==> src/rtl/cv32e40s_pkg.sv <==
//------------------------------------------------------------------------------
// Module   : cv32e40s_pkg
// Brief    : Shared types and helpers for the OBI data responder.
// Revision : 1.0
//------------------------------------------------------------------------------
`default_nettype none

package cv32e40s_pkg;

    typedef struct packed {
        logic [31:0] addr;
        logic        we;
        logic [3:0]  be;
        logic [31:0] wdata;
        logic        oob;
    } obi_rsp_entry_t;

    // Unsigned wrap-around compare: addresses below the base land far above the window.
    function automatic logic addr_oob(input logic [31:0] addr,
                                      input logic [31:0] base,
                                      input logic [31:0] size);
        return (addr - base) >= size;
    endfunction

endpackage

`default_nettype wire

==> src/rtl/cv32e40s_obi_responder_fifo.sv <==
//------------------------------------------------------------------------------
// Module   : cv32e40s_obi_responder_fifo
// Brief    : In-order request FIFO with combinational head output.
// Revision : 1.0
//------------------------------------------------------------------------------
`default_nettype none

module cv32e40s_obi_responder_fifo
    import cv32e40s_pkg::*;
#(
    parameter int unsigned DEPTH = 2
) (
    input  logic           clk,
    input  logic           rst_n,
    input  logic           i_push,
    input  obi_rsp_entry_t i_data,
    input  logic           i_pop,
    output logic           o_full,
    output logic           o_empty,
    output obi_rsp_entry_t o_head
);

    localparam int unsigned PTR_W = (DEPTH > 1) ? $clog2(DEPTH) : 1;
    localparam int unsigned CNT_W = $clog2(DEPTH + 1);

    obi_rsp_entry_t r_mem [DEPTH];
    logic [PTR_W-1:0] r_wptr;
    logic [PTR_W-1:0] r_rptr;
    logic [CNT_W-1:0] r_cnt;
    logic             w_push;
    logic             w_pop;

    function automatic logic [PTR_W-1:0] ptr_inc(input logic [PTR_W-1:0] ptr);
        return (ptr == PTR_W'(DEPTH - 1)) ? '0 : ptr + 1'b1;
    endfunction

    assign o_full  = (r_cnt == CNT_W'(DEPTH));
    assign o_empty = (r_cnt == '0);
    assign o_head  = r_mem[r_rptr];
    assign w_push  = i_push && !o_full;
    assign w_pop   = i_pop && !o_empty;

    always_ff @(posedge clk) begin
        if (w_push) begin
            r_mem[r_wptr] <= i_data;
        end
    end

    always_ff @(posedge clk or negedge rst_n) begin
        if (!rst_n) begin
            r_wptr <= '0;
            r_rptr <= '0;
            r_cnt  <= '0;
        end else begin
            if (w_push) begin
                r_wptr <= ptr_inc(r_wptr);
            end
            if (w_pop) begin
                r_rptr <= ptr_inc(r_rptr);
            end
            if (w_push && !w_pop) begin
                r_cnt <= r_cnt + 1'b1;
            end else if (w_pop && !w_push) begin
                r_cnt <= r_cnt - 1'b1;
            end
        end
    end

endmodule

`default_nettype wire

==> src/rtl/cv32e40s_obi_data_responder.sv <==
//------------------------------------------------------------------------------
// Module   : cv32e40s_obi_data_responder
// Brief    : OBI data subordinate driving a granted SRAM-style memory port.
// Revision : 1.0
//------------------------------------------------------------------------------
`default_nettype none

module cv32e40s_obi_data_responder
    import cv32e40s_pkg::*;
#(
    parameter int unsigned DEPTH     = 2,
    parameter logic [31:0] ADDR_BASE = 32'h0000_0000,
    parameter logic [31:0] ADDR_SIZE = 32'h0001_0000,
    parameter int unsigned CNT_WIDTH = $clog2(DEPTH + 1)
) (
    input  logic                 clk,
    input  logic                 rst_n,
    input  logic                 req_i,
    output logic                 gnt_o,
    input  logic [31:0]          addr_i,
    input  logic                 we_i,
    input  logic [3:0]           be_i,
    input  logic [31:0]          wdata_i,
    output logic                 rvalid_o,
    output logic [31:0]          rdata_o,
    output logic                 err_o,
    output logic                 mem_req_o,
    input  logic                 mem_gnt_i,
    output logic                 mem_we_o,
    output logic [31:0]          mem_addr_o,
    output logic [3:0]           mem_be_o,
    output logic [31:0]          mem_wdata_o,
    input  logic [31:0]          mem_rdata_i,
    output logic [CNT_WIDTH-1:0] outstnd_cnt_o
);

    obi_rsp_entry_t       w_push_entry;
    obi_rsp_entry_t       w_head;
    logic                 w_accept;
    logic                 w_fifo_full;
    logic                 w_fifo_empty;
    logic                 w_retire;
    logic [CNT_WIDTH-1:0] r_cnt;
    logic                 r_rsp_valid;
    logic                 r_rsp_we;
    logic                 r_rsp_oob;

    assign w_accept = req_i && gnt_o;

    always_comb begin
        w_push_entry       = '0;
        w_push_entry.addr  = addr_i - ADDR_BASE;
        w_push_entry.we    = we_i;
        w_push_entry.be    = be_i;
        w_push_entry.wdata = wdata_i;
        w_push_entry.oob   = addr_oob(addr_i, ADDR_BASE, ADDR_SIZE);
    end

    cv32e40s_obi_responder_fifo #(
        .DEPTH (DEPTH)
    ) u_fifo (
        .clk     (clk),
        .rst_n   (rst_n),
        .i_push  (w_accept && !w_fifo_full),
        .i_data  (w_push_entry),
        .i_pop   (w_retire),
        .o_full  (w_fifo_full),
        .o_empty (w_fifo_empty),
        .o_head  (w_head)
    );

    // Out-of-window heads retire without touching memory; the rest wait for the grant.
    assign mem_req_o   = !w_fifo_empty && !w_head.oob;
    assign w_retire    = !w_fifo_empty && (w_head.oob || mem_gnt_i);
    assign mem_we_o    = w_head.we;
    assign mem_addr_o  = w_head.addr;
    assign mem_be_o    = w_head.be;
    assign mem_wdata_o = w_head.wdata;

    always_ff @(posedge clk or negedge rst_n) begin
        if (!rst_n) begin
            r_rsp_valid <= 1'b0;
            r_rsp_we    <= 1'b0;
            r_rsp_oob   <= 1'b0;
        end else begin
            r_rsp_valid <= w_retire;
            r_rsp_we    <= w_head.we;
            r_rsp_oob   <= w_head.oob;
        end
    end

    assign rvalid_o = r_rsp_valid;
    assign err_o    = r_rsp_valid && r_rsp_oob;
    assign rdata_o  = (r_rsp_valid && !r_rsp_we && !r_rsp_oob) ? mem_rdata_i : 32'h0;

    // Counts FIFO entries plus the response stage, so the FIFO itself never overflows.
    always_ff @(posedge clk or negedge rst_n) begin
        if (!rst_n) begin
            r_cnt <= '0;
        end else if (w_accept && !rvalid_o) begin
            r_cnt <= r_cnt + 1'b1;
        end else if (!w_accept && rvalid_o) begin
            r_cnt <= r_cnt - 1'b1;
        end
    end

    assign gnt_o         = (r_cnt < CNT_WIDTH'(DEPTH));
    assign outstnd_cnt_o = r_cnt;

endmodule

`default_nettype wire

==> config.mk <==
export PLATFORM = sky130hd
export DESIGN_NAME = cv32e40s_obi_data_responder
export DESIGN_NICKNAME = d
export VERILOG_FILES = /design/src/rtl/cv32e40s_pkg.sv /design/src/rtl/cv32e40s_obi_responder_fifo.sv /design/src/rtl/cv32e40s_obi_data_responder.sv
export SDC_FILE = /design/constraint.sdc
export NUM_CORES = 1
export LEC_CHECK = 0
export CORE_AREA = 2 2 147 106
export CTS_BUF_LIST = sky130_fd_sc_hd__clkbuf_2 sky130_fd_sc_hd__clkbuf_4 sky130_fd_sc_hd__clkbuf_8
export CTS_CLUSTER_SIZE = 25
export DETAILED_ROUTE_END_ITERATION = 8
export DIE_AREA = 0 0 149 108
export HOLD_SLACK_MARGIN = 0.02
export PLACE_DENSITY = 0.79
export SYNTH_ARGS = -nofsm -noshare
export SYNTH_HDL_FRONTEND = slang
export SYNTH_SLANG_ARGS = --single-unit
==> constraint.sdc <==
create_clock -name clk -period 4.5 [get_ports clk]
set_clock_uncertainty 0.15 [all_clocks]
set_input_delay 1.35 -clock clk [delete_from_list [all_inputs] [get_ports clk]]
set_output_delay 1.35 -clock clk [all_outputs]
set_load 0.02 [all_outputs]
==> flow_summary.toml <==
[timing]
relSlewSlack = 0.573
setup_viol = 0
setup_tns_ps = 0
final_max_slew_viol_count = 0
fmax_mhz = 244
min_period_ps = 4100
worst_pin_slew_ps = 640
hold_viol = 0
period_share = 0.911
rsz0062_at_grt = "no"

[logic_synthesis]
synth_top_area_share = 0.675
ys_seq_area_frac = 0.711
netlist_top_cells_area = "edfxtp_1, mux2_2, buf_4"
syn-num-nets = 471
yosysTopAreaCell = "edfxtp_1"
synth.distinct_cells = 21
yosys_warnings = 0
syn_area_sq_um = 6230
syn_inst = 364
ys_seq_elements = 149
avgSynthCellArea_sq_um = 17.1

[placement]
placed_cell_area_sq_um = 8080
hpwl_mm = 8.47
routabilityCongestion = 0.758
io_buffers = 211
dp.cells = 696

[routing]
drt-total-wl_mm = 12.1
drc = 0
detail_route.wl_per_cell_microns = 16.6
drt_iter0_drc = 99
postRouteAntennaNets = 0
vias = 3354
vias_per_cell = 4.61
drt-pass1-iter-count = 4

[worst_setup_path]
end_kind = "primary output"
start_kind = "primary input"
cp.required_ps = 3000
r2r_slack_ps = 2360
path_max_fanout = 1
worst-setup-path-type = "in2out"
critical_path_arrival_ps = 2600

[layout]
stdcell_count = 727
nets = 627
area_growth_pct = 36.8
final_area_sq_um = 8520
diodes = 0
mostFrequentLayoutCell = "clkdlybuf4s50_1"
drive_above_1_share = 0.216
finalCoreUtilization = 0.586
final_cell_mix = "clkdlybuf4s50_1, edfxtp_1, mux2_2"

[grt]
first_global_vias = 3491
track_usage = 0.150
antenna_found_initial = 0
grt_pass1_wl_mm = 18.1
grt_max_degree = 45
grt-ovfl-total = 0

[clocking]
cts_tree = "done"
clk_latency_ps = 420
cts_resized = 0
cts.path.max_buffers = 2
cts.sinks = 149
cts_max_level = 4
cts-buffers-inserted = 17
post_cts_buffers = 0
cts.clk_slew.worst_paths_ps = 70
holdBufCountCts = 0
cts-root-buf = "clkbuf_8"

[run_status]
status = "complete, no violations"

[floorplanning]
die_h_microns = 108
core_area_sq_um = 14500
ios = 212
die_x_microns = 149
start_util = 0.429
die_area_sq_um = 16100
row_count = 37

[pwr]
vdd_ir_drop_max_v = 0.000365
power.density_nw_per_um2 = 596
p_leak_uw = 0.00292

[flow_run]
drv_cap = 0

[min_path]
hp-class = "reg2reg"
-- metrics by stage --
stage | hold WS (ps) | power, uW | setup WS (ps)
after floorplan | 328 | 3420 | 464
after global placement | 343 | 3960 | 380
after detailed placement | 339 | 4000 | 380
after CTS | 361 | 5140 | 375
after global routing | 383 | 5310 | 372
final | 355 | 5070 | 402
-- where the power goes --
group	leakage, uW	switching (uW)	internal, uW	total [uW]
combinational	0.00131	937	1020	1950
sequential	0.00138	165	1820	1990
clock	0.000221	513	620	1130
total	0.00292	1610	3460	5070
-- cells by family after synthesis --
kind of cell,synth area share
compound gates,0.00603
xor+xnor,0.00984
fa+ha+maj,0.00402
buf+inv,0.0966
flops,0.711
mux,0.127
simple gates,0.0454
-- per-layer routing --
metal,global-route usage,vias up,share of wire
met5,0,-,0
met4,0.0449,0,0.0054
met3,0.0591,7,0.090
met2,0.264,141,0.51
met1,0.169,1628,0.40
li1,-,1578,-
-- cell usage after synthesis, drive strengths merged --
library cell	n
o21ai	3
mux2	70
xnor2	5
nor2b	1
o22ai	2
inv	5
nand4	1
buf	79
nor2	6
ha	2
nor3	1
nor4	4
edfxtp	140
xor2	2
and2	34
dfrtp	9
-- state kept, by name, indices dropped and copies added (netlist names) --
| signal | count |
|---|---|
| r_rsp_oob | 1 |
| outstnd_cnt_o | 2 |
| rvalid_o | 1 |
| r_rsp_we | 1 |
| u_fifo.r_mem | 140 |
| u_fifo.r_wptr | 1 |
| u_fifo.r_cnt | 2 |
| u_fifo.r_rptr | 1 |
-- critical path: stages --
cell	delay, ps
clkdlybuf4s50_1	520
and2_1	140
clkdlybuf4s50_1	590
-- path summary, 6_finish.rpt --
kind | from | to | depth (start not counted)
max in group asynchronous | rst_n | u_fifo.r_rptr | 1
hold reg to reg | u_fifo.r_mem[1][37] | r_rsp_we | 1
setup / recovery | mem_rdata_i[8] | rdata_o[8] | 3
min in group asynchronous | rst_n | outstnd_cnt_o[1] | 1
setup reg to reg | u_fifo.r_rptr | u_fifo.r_cnt[1] | 6
hold / removal | u_fifo.r_mem[1][37] | r_rsp_we | 1
-- final cells by class --
class,count,area [sq um]
fillers,1104,6020
flip-flops and latches,149,4430
repair buffers,216,2170
multi-input cells,131,1210
well taps,195,244
clock buffers,18,241
clock inverters,13,199
inverters,5,18.8
(Power assumes the default switching activity.)
